--- src/rtl/nn_pkg.sv ---
// Shared definitions for the digit-classifier network datapath.
// Holds the default class count, the class-score type and the state
// encoding of the output argmax readout stage.
package nn_pkg;

   localparam int NN_NUM_CLASSES = 10;
   localparam int NN_DATA_W      = 32;

   typedef logic signed [NN_DATA_W-1:0] score_t;

   typedef enum logic [1:0] {
      IDLE = 2'd0,
      SCAN = 2'd1,
      DONE = 2'd2
   } argmax_state_e;

endpackage

--- src/rtl/argmax_update.sv ---
// Combinational running-maximum update step for output_argmax.
// Given one candidate score and its index, plus the current best (and,
// with OUTPUT_ARGMAX_RUNNERUP_EN defined, the current runner-up), produces
// the next best/runner-up. The strict comparisons here are the single
// place that defines the tie rule: on equal scores the lower index wins.
//
// Ports:
//   cand, cand_idx           candidate score (signed) and its class index
//   best, best_idx           current best score and index
//   second, second_idx       current runner-up (OUTPUT_ARGMAX_RUNNERUP_EN only)
//   nbest, nbest_idx         updated best
//   nsecond, nsecond_idx     updated runner-up (OUTPUT_ARGMAX_RUNNERUP_EN only)
module argmax_update
   import nn_pkg::*;
#(
   parameter int DATA_W = NN_DATA_W,
   parameter int IDX_W  = 4
) (
   input  logic signed [DATA_W-1:0] cand,
   input  logic        [IDX_W-1:0]  cand_idx,
   input  logic signed [DATA_W-1:0] best,
   input  logic        [IDX_W-1:0]  best_idx,
`ifdef OUTPUT_ARGMAX_RUNNERUP_EN
   input  logic signed [DATA_W-1:0] second,
   input  logic        [IDX_W-1:0]  second_idx,
   output logic signed [DATA_W-1:0] nsecond,
   output logic        [IDX_W-1:0]  nsecond_idx,
`endif
   output logic signed [DATA_W-1:0] nbest,
   output logic        [IDX_W-1:0]  nbest_idx
);

   always_comb begin
      nbest     = best;
      nbest_idx = best_idx;
`ifdef OUTPUT_ARGMAX_RUNNERUP_EN
      nsecond     = second;
      nsecond_idx = second_idx;
`endif
      if (cand > best) begin
         nbest     = cand;
         nbest_idx = cand_idx;
`ifdef OUTPUT_ARGMAX_RUNNERUP_EN
         // the displaced best becomes the runner-up
         nsecond     = best;
         nsecond_idx = best_idx;
`endif
      end
`ifdef OUTPUT_ARGMAX_RUNNERUP_EN
      else if (cand > second) begin
         nsecond     = cand;
         nsecond_idx = cand_idx;
      end
`endif
   end

endmodule

--- src/rtl/output_argmax.sv ---
// Output readout stage of the digit classifier: captures one frame of
// final-layer class scores, scans them one per cycle and presents the
// winning class index and score over a valid/ready handshake.
//
// Optional feature macro: OUTPUT_ARGMAX_RUNNERUP_EN adds the runner-up
// index and the (saturated, unsigned) winner-minus-runner-up margin.
//
// Ports:
//   clk, rst              clock, synchronous active-high reset
//   in_valid / in_ready   frame handshake; scores sampled on handshake only
//   scores[NUM_CLASSES]   signed class scores
//   out_valid / out_ready result handshake
//   class_idx, max_score  winning class and its score
//   second_idx, margin    runner-up index and margin (macro only)
//
// state | meaning
// IDLE  | waiting for a frame, in_ready high
// SCAN  | comparing buffered score i against the running best
// DONE  | result held with out_valid high until out_ready
module output_argmax
   import nn_pkg::*;
#(
   parameter int NUM_CLASSES = NN_NUM_CLASSES,
   parameter int DATA_W      = NN_DATA_W,
   parameter int IDX_W       = $clog2(NUM_CLASSES)
) (
   input  logic              clk,
   input  logic              rst,
   input  logic              in_valid,
   output logic              in_ready,
   input  logic [DATA_W-1:0] scores [NUM_CLASSES],
   output logic              out_valid,
   input  logic              out_ready,
   output logic [IDX_W-1:0]  class_idx,
`ifdef OUTPUT_ARGMAX_RUNNERUP_EN
   output logic [IDX_W-1:0]  second_idx,
   output logic [DATA_W-1:0] margin,
`endif
   output logic [DATA_W-1:0] max_score
);

   localparam logic [1:0] ST_IDLE = IDLE;
   localparam logic [1:0] ST_SCAN = SCAN;
   localparam logic [1:0] ST_DONE = DONE;

   localparam logic [IDX_W-1:0] LAST_I = IDX_W'(NUM_CLASSES - 1);

   logic [1:0]               state;
   logic [DATA_W-1:0]        fbuf [NUM_CLASSES];
   logic [IDX_W-1:0]         i;
   logic signed [DATA_W-1:0] best;
   logic [IDX_W-1:0]         best_idx;
   logic signed [DATA_W-1:0] cand;
   logic signed [DATA_W-1:0] nbest;
   logic [IDX_W-1:0]         nbest_idx;
   logic                     take;

   assign in_ready  = !rst && (state == ST_IDLE);
   assign out_valid = (state == ST_DONE);
   assign take      = (state == ST_IDLE) && in_valid && !rst;
   assign cand      = fbuf[i];

`ifdef OUTPUT_ARGMAX_RUNNERUP_EN
   localparam logic [DATA_W-1:0] MOST_NEG = {1'b1, {(DATA_W-1){1'b0}}};

   logic signed [DATA_W-1:0] second;
   logic [IDX_W-1:0]         second_i;
   logic signed [DATA_W-1:0] nsecond;
   logic [IDX_W-1:0]         nsecond_idx;
   logic [DATA_W:0]          diff;
   logic [DATA_W-1:0]        margin_nxt;

   // sign-extended difference; the top bit flags a result that does not
   // fit DATA_W unsigned bits
   assign diff       = {nbest[DATA_W-1], nbest} - {nsecond[DATA_W-1], nsecond};
   assign margin_nxt = diff[DATA_W] ? {DATA_W{1'b1}} : diff[DATA_W-1:0];
`endif

   argmax_update #(
      .DATA_W (DATA_W),
      .IDX_W  (IDX_W)
   ) u_update (
      .cand        (cand),
      .cand_idx    (i),
      .best        (best),
      .best_idx    (best_idx),
`ifdef OUTPUT_ARGMAX_RUNNERUP_EN
      .second      (second),
      .second_idx  (second_i),
      .nsecond     (nsecond),
      .nsecond_idx (nsecond_idx),
`endif
      .nbest       (nbest),
      .nbest_idx   (nbest_idx)
   );

   // frame buffer is pure data, loaded only on the input handshake
   always_ff @(posedge clk) begin
      if (take) begin
         fbuf <= scores;
      end
   end

   always_ff @(posedge clk) begin
      if (rst) begin
         state     <= ST_IDLE;
         i         <= '0;
         best      <= '0;
         best_idx  <= '0;
         class_idx <= '0;
         max_score <= '0;
`ifdef OUTPUT_ARGMAX_RUNNERUP_EN
         second     <= '0;
         second_i   <= '0;
         second_idx <= '0;
         margin     <= '0;
`endif
      end else begin
         case (state)
            ST_IDLE: begin
               if (in_valid) begin
                  best     <= scores[0];
                  best_idx <= '0;
                  i        <= IDX_W'(1);
`ifdef OUTPUT_ARGMAX_RUNNERUP_EN
                  second   <= MOST_NEG;
                  second_i <= '0;
`endif
                  state    <= ST_SCAN;
               end
            end
            ST_SCAN: begin
               best     <= nbest;
               best_idx <= nbest_idx;
`ifdef OUTPUT_ARGMAX_RUNNERUP_EN
               second   <= nsecond;
               second_i <= nsecond_idx;
`endif
               if (i == LAST_I) begin
                  class_idx <= nbest_idx;
                  max_score <= nbest;
`ifdef OUTPUT_ARGMAX_RUNNERUP_EN
                  second_idx <= nsecond_idx;
                  margin     <= margin_nxt;
`endif
                  state     <= ST_DONE;
               end else begin
                  i <= i + IDX_W'(1);
               end
            end
            ST_DONE: begin
               if (out_ready) begin
                  state <= ST_IDLE;
               end
            end
            default: state <= ST_IDLE;
         endcase
      end
   end

endmodule

--- config.mk ---
export PLATFORM = sky130hd
export DESIGN_NAME = output_argmax
export DESIGN_NICKNAME = d
export VERILOG_FILES = /design/src/rtl/nn_pkg.sv /design/src/rtl/argmax_update.sv /design/src/rtl/output_argmax.sv
export SDC_FILE = /design/constraint.sdc
export NUM_CORES = 1
export LEC_CHECK = 0
export BUFFER_PORTS_ARGS = -buffer_cell sky130_fd_sc_hd__buf_2
export CELL_PAD_IN_SITES_DETAIL_PLACEMENT = 0
export CELL_PAD_IN_SITES_GLOBAL_PLACEMENT = 1
export CORE_UTILIZATION = 44
export CTS_CLUSTER_SIZE = 25
export DETAILED_ROUTE_END_ITERATION = 12
export PLACE_DENSITY_LB_ADDON = 0.1
export SLEW_MARGIN = 20
export SYNTH_ARGS = -nofsm -noshare
export SYNTH_HDL_FRONTEND = slang
export SYNTH_SLANG_ARGS = --single-unit
--- constraint.sdc ---
create_clock -name clk -period 11.5 [get_ports clk]
set_clock_uncertainty 0.1 [all_clocks]
set_input_delay 1.15 -clock clk [delete_from_list [all_inputs] [get_ports clk]]
set_output_delay 1.15 -clock clk [all_outputs]
set_load 0.01 [all_outputs]
# Word-level counts from Yosys, hierarchy flattened
# Index checks and enable logic that the tools add are counted.
# word_totals
output_inout_bits	38
reg_bits	398
in_bits	324
word_cells	53
# op_classes
order_cmp	2
eq_ne	7
n_addsub	1
bitwise	1
n_mux	16
n_reduce_logical	10
# op_table
operator	count
binary-select mux 32 bit (select 4 bit)	1
two-way mux 32 bit	4
case mux 32 bit (2 select lines)	1
greater-than comparator 32 bit	1
two-way mux 4 bit	4
case mux 4 bit (2 select lines)	2
two-way mux 2 bit	3
inequality test 2 bit, second input constant	3
case mux 2 bit (3 select lines)	1
AND reduction 3 bit	2
greater-or-equal comparator 5 bit, second input constant	1
NOT 4 -> 5 bit	1
adder 4 x 1 -> 4 bit, second input constant	1
equality test 4 bit, second input constant	1
AND reduction 2 bit	2
logical AND 1 bit	3
equality test 2 x 1 -> 1 bit, second input constant	1
equality test 2 bit, second input constant	1
logical NOT 2 bit	1
inequality test 2 x 1 -> 1 bit, second input constant	1
nonzero test 2 bit	1
logical NOT 1 bit	1

# Longest topological paths before layout
# Gate-level depths: netlist (run 1).
# depth
ltp_word	7
depth_mapped	17
ltp_nobuf	12

# Modules after synthesis
# From an unflattened synthesis (run 1), not the netlist that was laid out.
# unflattened
cells_unflattened	1162
area_unflattened_um2	17187.7
# modules_own_cells
module	seq_area_each_um2	cells_each	instances	area_each_um2
output_argmax	11170.7	1006	1	15909.0
argmax_update	0.0	156	1	1278.7

# Least setup slack after synthesis (run 1)
# Ideal clock, no wire load.
# synth_path
path_type	input to register
start	in rst
end	reg fbuf[0] (netlist name), enable pin
arrival_time_ns	9.157
n_path_buf	2
t_required_ns	10.679
setup_ns	0.721
cell_stages	4
path_slack_ns	1.522
cell_sequence	clkbuf_1 clkbuf_1 nor3_1 and2_1
# synth_between
elab_chain_cells	2
# synth_lines
item	line_no	rtl
from (decl)	output_argmax.sv:28	input logic rst,
logical NOT 1 bit	output_argmax.sv:60	assign take = (state == ST_IDLE) && in_valid && !rst;
logical AND 1 bit	output_argmax.sv:60	
via take	output_argmax.sv:56	logic take;
to (signal assigned)	output_argmax.sv:100	fbuf <= scores;
to (decl)	output_argmax.sv:49	logic [DATA_W-1:0] fbuf [NUM_CLASSES];
# The timed path passes the listed nets, and every way through them passes these cells.
# A chain may end at the register's enable or synchronous reset.

# Worst setup path after layout (run 1)
# layout_path
start	reg i[0]
end	reg max_score[13]
# layout_between
elab_chain_cells	6
word_cells_on_any_way	8
classes_between	order compare: 1; eq/ne: 1; mux: 4; bitwise: 1; reduce/logical: 1
# layout_lines
item	line_no	rtl
from (decl)	output_argmax.sv:50	logic [IDX_W-1:0] i;
from (signal assigned)	output_argmax.sv:148	i <= i + IDX_W'(1);
NOT 4 -> 5 bit (not written as such)	output_argmax.sv:61	assign cand = fbuf[i];
binary-select mux 32 bit (select 4 bit)	output_argmax.sv:61	
two-way mux 32 bit (not written as such) (2 in a row)	output_argmax.sv:61	
greater-than comparator 32 bit	argmax_update.sv:40	if (cand > best) begin
two-way mux 32 bit	argmax_update.sv:40	
to (signal assigned)	output_argmax.sv:141	max_score <= nbest;
to (decl)	output_argmax.sv:39	output logic [DATA_W-1:0] max_score
# Several ways; a longest one is shown, not always the timed one. The select of a mux whose other input is x is not followed.

==> flow_metrics.py, run 1 <==
metrics = {
    "status": {
        "outcome": "finished with violations",
        "violations": "design-rule violations",
    },
    "clocking": {
        "ctsResizeCount": 0,
        "cts_setup_buffers": 0,
        "postCtsHoldBufs": 0,
        "cts_tree": "done",
        "ctsRootBufferMaster": "clkbuf_16",
        "clk_pin_slew_ps": 60,
        "cts_buffers": 43,
        "clk_latency_ps": 580,
        "cts_sinks": 398,
        "ctsHtreeMaxLevel": 2,
        "clockBufferDepth": 3,
    },
    "min_path": {
        "hp-class": "reg2reg",
    },
    "setup_path": {
        "critPathCaptureType": "register",
        "worstPathCellList": "buf_4 -> mux4_2 -> mux2i_1 -> o22ai_1 -> ha_1 -> nand4_1 -> a2111oi_0 -> nor3_1 -> o211ai_2 -> nand2_4 -> o311a_1",
        "cp_max_fo": 69,
        "critPathTopFamily": "compound AO/OA/AOI/OAI gates",
        "cp_num_buf_inv": 1,
        "required_ps": 11850,
        "crit_slowest_cell": "nand2_4",
        "critPathMaxStageDelay_ps": 780,
        "worstSetupPathType": "reg2reg",
        "crit_path_start_kind": "register",
        "arrival_ps": 6110,
    },
    "synthesis": {
        "syn_area_per_cell_um2": 15.62,
        "ys_async_sr_fraction_pct": 0,
        "ys_seq_area_share_pct": 65.03,
        "synthesis.area_um2": 17180,
        "synth_ff_type": "edfxtp_1",
        "synth_warnings": 0,
        "syn_inst": 1100,
        "ys_ff_latch": 398,
        "syn_nets": 1458,
        "synth_cell_type_count": 61,
        "synth-edff-count": 320,
    },
    "global_route": {
        "grt_pass1_wl_mm": 63.65,
        "use_met1_pct": 29.05,
        "use_met2_pct": 35.11,
        "grt.met3_usage_pct": 4.354,
        "top_usage_layer": "met2",
        "track_usage_pct": 21.64,
        "grt_max_degree": 86,
        "grt_pass1_vias": 10800,
        "antenna_found_initial": 2,
        "grt.overflow.total": 0,
    },
    "routing": {
        "totalWireLength_mm": 42.98,
        "drcViolationCount": 2,
        "avgViaCountPerCell": 5.438,
        "detailroute.via_count": 10800,
        "post_drt_wl_per_cell_um": 21.64,
        "drt_iter0_markers": 647,
        "antenna_left": 0,
        "drt_first_pass_iters": 9,
    },
    "cells_and_area": {
        "post-route-util_pct": 53.88,
        "nets": 1791,
        "final_layout_size_suffix_gt1_share_pct": 38.40,
        "area_delta_synth_final_pct": 20.93,
    },
    "pwr": {
        "peakVddDrop_uv": 119.9,
        "powerDensity_nw_per_um2": 168.3,
        "cellLeakagePower_nw": 7.658,
        "power_mw": 3.497,
    },
    "flow_run": {
        "maxCapViolCount": 0,
    },
    "die": {
        "die_area_um2": 39840,
        "die_height_um": 199.6,
        "dieWidth_um": 199.6,
        "std_cell_rows": 72,
        "initial_core_util_pct": 44.55,
        "core_um2": 38560,
        "ios": 362,
    },
    "sta": {
        "period_share_pct": 50.14,
        "slew_headroom_pct": 29.78,
        "period_minus_slack_ps": 5766,
        "fmax_mhz": 173.4,
        "rsz0062_at_grt": "no",
        "worst_pin_slew_ps": 1053,
        "hold_violations": 0,
        "tns_ps": 0,
        "drv_slew": 0,
        "setup_violations": 0,
    },
    "place": {
        "dp_hpwl_mm": 28.40,
        "gp_congestion": 0.7793,
        "numPortBuffers": 361,
    },
}
## layout make-up
class	instances	area [um2]
timing repair buffer	377	1942
multi-input combinational	575	5435
fill	3285	17780
sequential	398	11180
clock buffer	56	1176
tap	518	648.1
antenna	2	5.005
inverter	38	142.6
clock inverter	22	245.2
## logic make-up after synthesis
family                   count (synthesis)  synth area share, %
flip-flops                             398                65.03
AO/OA/AOI/OAI                          216                10.88
AND/OR/NAND/NOR                        195                5.805
multiplexers                           128                12.12
buffers and inverters                  127                3.591
adder cells (fa/ha/maj)                 34                2.476
XOR/XNOR                                 2               0.1020
## worst reg2reg max path: stages (launching register included)
cell	delay, ps
dfxtp_4	590
buf_4	710
mux4_2	620
mux2i_1	140
o22ai_1	190
ha_1	370
nand4_1	170
a2111oi_0	520
nor3_1	150
o211ai_2	690
nand2_4	780
o311a_1	590
## metal layers
layer	vias up	wire, um
met3	57	2647
met4	0	991
met1	5312	18430
li1	5101	-
met2	329	20920
met5	-	0
## worst paths after layout
path	from	endpoint	slack, ps	cells past startpoint
min	class_idx[2]	class_idx[2]	360	2
max	i[0]	max_score[13]	5730	11
max reg2reg	i[0]	max_score[13]	5730	11
min reg2reg	class_idx[2]	class_idx[2]	360	2
## where the power goes
part           total [mW]  switching (mW)  internal [mW]
Clock                1.39           0.559          0.833
Sequential           1.66          0.0254           1.63
Combinational       0.448           0.274          0.174
Total                3.50           0.859           2.64
## synthesized netlist by cell type (6+ instances only)
| cell type | instances | area (um2) |
|---|---|---|
| nand2_1 | 20 | 75.07 |
| a211oi_1 | 22 | 165.2 |
| a2111oi_2 | 20 | 300.3 |
| nor4_2 | 19 | 237.7 |
| inv_1 | 37 | 138.9 |
| nor2_1 | 117 | 439.2 |
| clkbuf_1 | 52 | 195.2 |
| buf_6 | 9 | 101.4 |
| o211ai_1 | 34 | 255.2 |
| a21oi_1 | 9 | 45.04 |
| edfxtp_1 | 320 | 9609 |
| ha_1 | 34 | 425.4 |
| o21ai_0 | 7 | 35.03 |
| mux2i_1 | 64 | 640.6 |
| o311a_1 | 32 | 320.3 |
| o221ai_1 | 12 | 105.1 |
| o22ai_1 | 32 | 200.2 |
| a2111o_1 | 11 | 123.9 |
| buf_2 | 17 | 85.08 |
| nor3_1 | 6 | 30.03 |
| dfxtp_1 | 78 | 1562 |
| mux4_2 | 64 | 1441 |
| a22oi_1 | 12 | 90.09 |
| nand3_1 | 6 | 30.03 |
| nand4_1 | 7 | 43.79 |
## registers in the layout (all words and copies together) (netlist names)
signal,count
state,2
best,32
i,4
best_idx,4
fbuf,320
max_score,32
class_idx,4
## per-stage QoR
stage / instances / cell area (um2) / worst slack (ps) / hold WS, ps
6_report: 1986 / 20770 / 5734 / 356.6
5_1_grt: 1985 / 20770 / 5430 / 401.5
3_3_place_gp: 1905 / 19330 / 5756 / 344.9
2_1_floorplan: 1100 / 17180 / 1522 / 352.0
3_5_place_dp: 1905 / 19330 / 5742 / 354.1
4_1_cts: 1983 / 20750 / 5695 / 363.8
## cell usage in the layout (no fill, tap or decap), types with 8 or more instances in the layout
| cell type | synthesis | routed |
|---|---|---|
| a2111o_1 | 11 | 11 |
| a2111oi_2 | 20 | 20 |
| a211oi_1 | 22 | 22 |
| a21oi_1 | 9 | 9 |
| a22oi_1 | 12 | 12 |
| buf_2 | 17 | 360 |
| buf_4 | 5 | 16 |
| clkbuf_1 | 52 | 9 |
| clkbuf_16 | 0 | 44 |
| clkinv_1 | 0 | 8 |
| dfxtp_1 | 78 | 75 |
| edfxtp_1 | 320 | 320 |
| ha_1 | 34 | 34 |
| inv_1 | 37 | 37 |
| mux2i_1 | 64 | 64 |
| mux4_2 | 64 | 64 |
| nand2_1 | 20 | 20 |
| nor2_1 | 117 | 117 |
| nor4_2 | 19 | 19 |
| o211ai_1 | 34 | 34 |
| o221ai_1 | 12 | 12 |
| o22ai_1 | 32 | 32 |
| o311a_1 | 32 | 32 |
(Power assumes the default switching activity.)
==> inputs of run 2 (changes only) <==
==> constraint.sdc (replaced) <==
create_clock -name clk -period 5.7 [get_ports clk]
set_clock_uncertainty 0.1 [all_clocks]
set_input_delay 0.57 -clock clk [delete_from_list [all_inputs] [get_ports clk]]
set_output_delay 0.57 -clock clk [all_outputs]
set_load 0.01 [all_outputs]
==> run 2 against run 1 <==
Against the previous run: highest routed layer unchanged; count of clock-buffer cells in the layout increased by 6; worst hold slack worse by 290 ps; critical path type unchanged; die area unchanged; sequential share of layout area is 0.29 points lower; largest power group unchanged; the run now ends clean; flip-flop and latch count stayed put.
==> flow_metrics.py, run 2 (synthesized netlist as in run 1, its figures left out) <==
metrics = {
    "cells_and_area": {
        "final_common_cell": "buf_2",
        "final_area_um2": 20890,
        "largest_reg_flops": 320,
        "final_cell_mix": "buf_2 (360), edfxtp_1 (320), nor2_1 (117)",
        "nFillCells": 3286,
        "nets": 1799,
        "final_layout_size_suffix_gt1_share_pct": 38.63,
        "largest_register": "fbuf",
        "reg_top3": "fbuf: 320 flops, best: 32 flops, max_score: 32 flops",
        "area_delta_synth_final_pct": 21.58,
    },
    "sta": {
        "rsz0062_at_grt": "no",
        "fmax_mhz": 202.5,
        "period_share_pct": 86.65,
        "setup_violations": 0,
        "period_minus_slack_ps": 4939,
        "layout_setup_ws_ps": 761.1,
        "drv_slew": 0,
        "slew_headroom_pct": 25.49,
        "hold_ws_ps": 66.73,
        "tns_ps": 0,
        "worst_pin_slew_ps": 1114,
        "hold_violations": 0,
    },
    "die": {
        "std_cell_rows": 72,
        "die_area_um2": 39840,
        "dieWidth_um": 199.6,
        "initial_core_util_pct": 44.55,
        "core_um2": 38560,
        "ios": 362,
        "die_height_um": 199.6,
    },
    "pwr": {
        "cellLeakagePower_nw": 7.693,
        "power_mw": 7.068,
        "peakVddDrop_uv": 237.8,
        "powerDensity_nw_per_um2": 338.4,
    },
    "routing": {
        "antenna_left": 0,
        "detailroute.via_count": 10830,
        "totalWireLength_mm": 43.45,
        "drt_iter0_markers": 516,
        "drt_first_pass_iters": 7,
        "post_drt_wl_per_cell_um": 21.80,
        "avgViaCountPerCell": 5.433,
        "drcViolationCount": 0,
    },
    "clocking": {
        "cts_sinks": 398,
        "postCtsHoldBufs": 0,
        "cts_setup_buffers": 0,
        "ctsHtreeMaxLevel": 2,
        "clockBufferDepth": 3,
        "cts_tree": "done",
        "ctsResizeCount": 0,
        "cts_buffers": 44,
        "clk_latency_ps": 570,
        "ctsRootBufferMaster": "clkbuf_16",
        "clk_pin_slew_ps": 60,
    },
    "setup_path": {
        "cp_num_buf_inv": 3,
        "crit_slowest_cell": "dfxtp_4",
        "arrival_ps": 5290,
        "cpMostUsedCell": "buf_4",
        "critPathTopFamily": "simple AND/OR/NAND/NOR gates",
        "worstPathCellList": "buf_4 -> mux4_2 -> mux2i_1 -> o22ai_1 -> ha_1 -> nand4_1 -> nor2_1 -> nand3_2 -> or3_4 -> o211ai_2 -> buf_4 -> nand2_4 -> buf_12 -> a2111oi_2",
        "critPathMaxStageDelay_ps": 650,
        "crit_path_start_kind": "register",
        "cp_max_fo": 36,
        "worstSetupPathType": "reg2reg",
        "required_ps": 6050,
        "critPathCaptureType": "register",
    },
    "global_route": {
        "antenna_found_initial": 1,
        "grt.overflow.total": 0,
        "grt_pass1_vias": 11100,
        "grt_max_degree": 114,
        "track_usage_pct": 21.81,
        "grt_pass1_wl_mm": 64.35,
    },
    "min_path": {
        "hp-class": "in2reg",
    },
    "place": {
        "dp_hpwl_mm": 28.85,
        "dpl_cell_area_um2": 19470,
        "numPortBuffers": 361,
        "gp_congestion": 0.7583,
        "pre_cts_slack_ps": 731.9,
    },
    "flow_run": {
        "maxCapViolCount": 0,
    },
    "status": {
        "outcome": "complete, no violations",
    },
}
==> run 2: changes by cell type in the layout (fill, tap and decap cells not counted), sizes merged <==
| cell | previous run | this run |
|---|---|---|
| clkbuf | 56 | 62 |
| buf | 377 | 384 |
| clkinv | 13 | 5 |
| inv | 39 | 40 |
| bufinv | 5 | 4 |
| clkinvlp | 3 | 5 |
==> run 2: layout make-up <==
cell class,instances,area (um2),share of cell area [%]
inverter,38,142.6,0.6829
clock inverter,16,196.4,0.9405
clock buffer,62,1210,5.793
timing repair buffer,384,2069,9.908
tap,518,648.1,3.103
sequential,398,11180,53.53
antenna,2,5.005,0.02396
multi-input combinational,575,5435,26.02
==> run 2: worst register-to-register path, stage by stage (launching register included) <==
cell       delay, ps
dfxtp_4          650
buf_4            370
mux4_2           530
mux2i_1          310
o22ai_1          230
ha_1             370
nand4_1           90
nor2_1           170
nand3_2          210
or3_4            450
o211ai_2          80
buf_4            250
nand2_4          330
buf_12           320
a2111oi_2        370
==> run 2: path summary, 6_finish.rpt <==
check,from,to,slack [ps],cells past startpoint
hold / removal,scores[234],fbuf[234],70,1
hold reg to reg,class_idx[2],class_idx[2],350,2
setup reg to reg,i[0],best[17],760,14
setup / recovery,i[0],best[17],760,14
==> run 2: stage by stage <==
stage / instances / util [%]
after floorplan: 1100 / -
after global placement: 1913 / 50.51
after detailed placement: 1913 / 50.51
after CTS: 1991 / 54.16
after global routing: 1992 / 54.16
final: 1993 / 54.17
==> run 2: power breakdown <==
part / leakage, nW / switching, mW / internal [mW]
sequential: 3.61 / 0.0541 / 3.29
clock: 0.666 / 1.13 / 1.66
combinational: 3.42 / 0.556 / 0.373
==> run 2: metal layers <==
layer,up-vias,wire (um),GRT usage [%]
met5,-,0,0
met4,0,905,6.814
met3,57,2635,4.759
met2,314,21600,36.59
met1,5344,18310,28.13
li1,5112,-,-
==> inputs of run 3 (changes only) <==
--- a/config.mk
+++ b/config.mk
@@ -11,6 +11,7 @@
 export CORE_UTILIZATION = 44
 export CTS_CLUSTER_SIZE = 25
 export DETAILED_ROUTE_END_ITERATION = 12
+export MAX_ROUTING_LAYER = met4
 export PLACE_DENSITY_LB_ADDON = 0.1
 export SLEW_MARGIN = 20
 export SYNTH_ARGS = -nofsm -noshare
==> run 3 against run 2 <==
Against the previous run: via count rose by 0.17%; sequential share of layout area about the same; wire length is 0.26% lower; worst hold slack better by 2.2 ps; clock power hardly changed; critical endpoint unchanged.
==> flow_metrics.py, run 3 (synthesized netlist as in run 1, its figures left out) <==
metrics = {
    "global_route": {
        "use_met2_pct": 36.70,
        "antenna_found_initial": 1,
        "grt.met3_usage_pct": 4.641,
        "grt.overflow.total": 0,
        "grt_pass1_vias": 11090,
        "use_met1_pct": 28.08,
        "grt_max_degree": 114,
        "top_usage_layer": "met2",
        "track_usage_pct": 22.45,
        "grt_pass1_wl_mm": 64.35,
    },
    "routing": {
        "drt_first_pass_iters": 7,
        "totalWireLength_mm": 43.33,
        "antenna_left": 0,
        "detailroute.via_count": 10850,
        "drcViolationCount": 0,
        "drt_iter0_markers": 563,
        "avgViaCountPerCell": 5.444,
        "post_drt_wl_per_cell_um": 21.75,
    },
    "cells_and_area": {
        "final_cell_mix": "buf_2 (360), edfxtp_1 (320), nor2_1 (117)",
        "largest_register": "fbuf",
        "area_delta_synth_final_pct": 21.57,
        "final_common_cell": "buf_2",
        "nFillCells": 3287,
        "reg_top3": "fbuf: 320 flops, best: 32 flops, max_score: 32 flops",
        "final_area_um2": 20880,
        "largest_reg_flops": 320,
        "nets": 1799,
        "final_layout_size_suffix_gt1_share_pct": 38.63,
        "post-route-util_pct": 54.16,
    },
    "place": {
        "dp_hpwl_mm": 28.85,
        "gp_congestion": 0.7695,
        "dpl_cell_area_um2": 19470,
        "numPortBuffers": 361,
    },
    "sta": {
        "worst_pin_slew_ps": 1071,
        "setup_violations": 0,
        "drv_slew": 0,
        "period_minus_slack_ps": 4989,
        "slew_headroom_pct": 28.33,
        "fmax_mhz": 200.4,
        "period_share_pct": 87.54,
        "tns_ps": 0,
        "hold_violations": 0,
        "rsz0062_at_grt": "no",
    },
    "pwr": {
        "power_frac_clock_pct": 39.5,
        "p_int_mw": 5.325,
        "peakVddDrop_uv": 238.4,
        "switching_share_pct": 24.63,
        "power_switching_mw": 1.740,
        "comb_power_share_pct": 13.1,
        "p_seq_share_pct": 47.4,
        "cellLeakagePower_nw": 7.693,
        "powerDensity_nw_per_um2": 338.3,
    },
    "clocking": {
        "ctsRootBufferMaster": "clkbuf_16",
        "cts_tree": "done",
        "ctsHtreeMaxLevel": 2,
        "postCtsHoldBufs": 0,
        "clk_latency_ps": 580,
        "clk_pin_slew_ps": 60,
        "ctsResizeCount": 0,
        "cts_setup_buffers": 0,
        "cts_buffers": 44,
        "clockBufferDepth": 3,
        "cts_sinks": 398,
    },
    "die": {
        "dieWidth_um": 199.6,
        "ios": 362,
        "initial_core_util_pct": 44.55,
        "std_cell_rows": 72,
        "die_height_um": 199.6,
        "die_area_um2": 39840,
        "core_um2": 38560,
    },
    "flow_run": {
        "maxCapViolCount": 0,
    },
    "setup_path": {
        "arrival_ps": 5340,
        "cp_num_buf_inv": 3,
        "reg2reg_from": "i[0]",
        "cpMostUsedCell": "buf_4",
        "crit_slowest_cell": "dfxtp_4",
        "critPathMaxStageDelay_ps": 640,
        "cp_max_fo": 36,
        "worstSetupPathType": "reg2reg",
        "required_ps": 6050,
        "critPathCaptureType": "register",
        "crit_path_start_kind": "register",
        "critPathTopFamily": "simple AND/OR/NAND/NOR gates",
        "startpoint": "i[0]",
        "worstPathCellList": "buf_4 -> mux4_2 -> mux2i_1 -> o22ai_1 -> ha_1 -> nand4_1 -> nor2_1 -> nand3_2 -> or3_4 -> o211ai_2 -> buf_4 -> nand2_4 -> buf_12 -> a2111oi_2",
    },
    "status": {
        "outcome": "complete, no violations",
    },
    "min_path": {
        "min_from": "scores[234]",
        "hp-class": "in2reg",
    },
}
run 3: changes by cell type in the layout (fill, tap and decap cells not counted):
cell | previous run | this run
diode_2 | 2 | 1
run 3: per-layer routing:
metal / up-vias / wire length [um]
met3: 64 / 2497
met2: 305 / 21630
met1: 5361 / 18300
met4: 0 / 906
li1: 5115 / -
met5: - / 0
run 3: power groups by stage:
stage          Combinational (mW)  Sequential [mW]  Clock [mW]
3_3_place_gp                0.929             3.40           0
3_5_place_dp                0.939             3.41           0
2_1_floorplan               0.646             3.39           0
5_1_grt                      1.02             3.36        2.97
4_1_cts                     0.941             3.35        2.87
6_report                    0.929             3.35        2.79
run 3: worst paths after layout:
check / to / slack, ps / cells past startpoint
worst max register to register: best[17] / 710 / 14
worst min-delay path: fbuf[234] / 70 / 1
worst max-delay path: best[17] / 710 / 14
worst min register to register: class_idx[2] / 350 / 2
run 3: metrics by stage:
step	hold WS (ps)	total power, mW	setup WS [ps]	std cells
finish	68.95	7.065	710.5	1992
global route	48.53	7.346	387.3	1992
CTS	39.97	7.156	711.7	1991
detailed placement	345.9	4.347	731.9	1913
global placement	350.2	4.333	794.9	1913
floorplan	352.0	4.033	1561	1100
run 3: worst register-to-register path, stage by stage, from the launching register on:
cell,delay (ps)
dfxtp_4,640
buf_4,370
mux4_2,530
mux2i_1,340
o22ai_1,240
ha_1,370
nand4_1,90
nor2_1,170
nand3_2,210
or3_4,450
o211ai_2,80
buf_4,250
nand2_4,340
buf_12,320
a2111oi_2,370
run 3: final cells by class:
class	instances	area [um2]	area share, %
diodes	1	2.502	0.01198
clock buffers	62	1210	5.794
clock inverters	16	196.4	0.9406
inverters	38	142.6	0.6830
multi-input cells	575	5435	26.03
flip-flops and latches	398	11180	53.53
well taps	518	648.1	3.103
repair buffers	384	2069	9.909
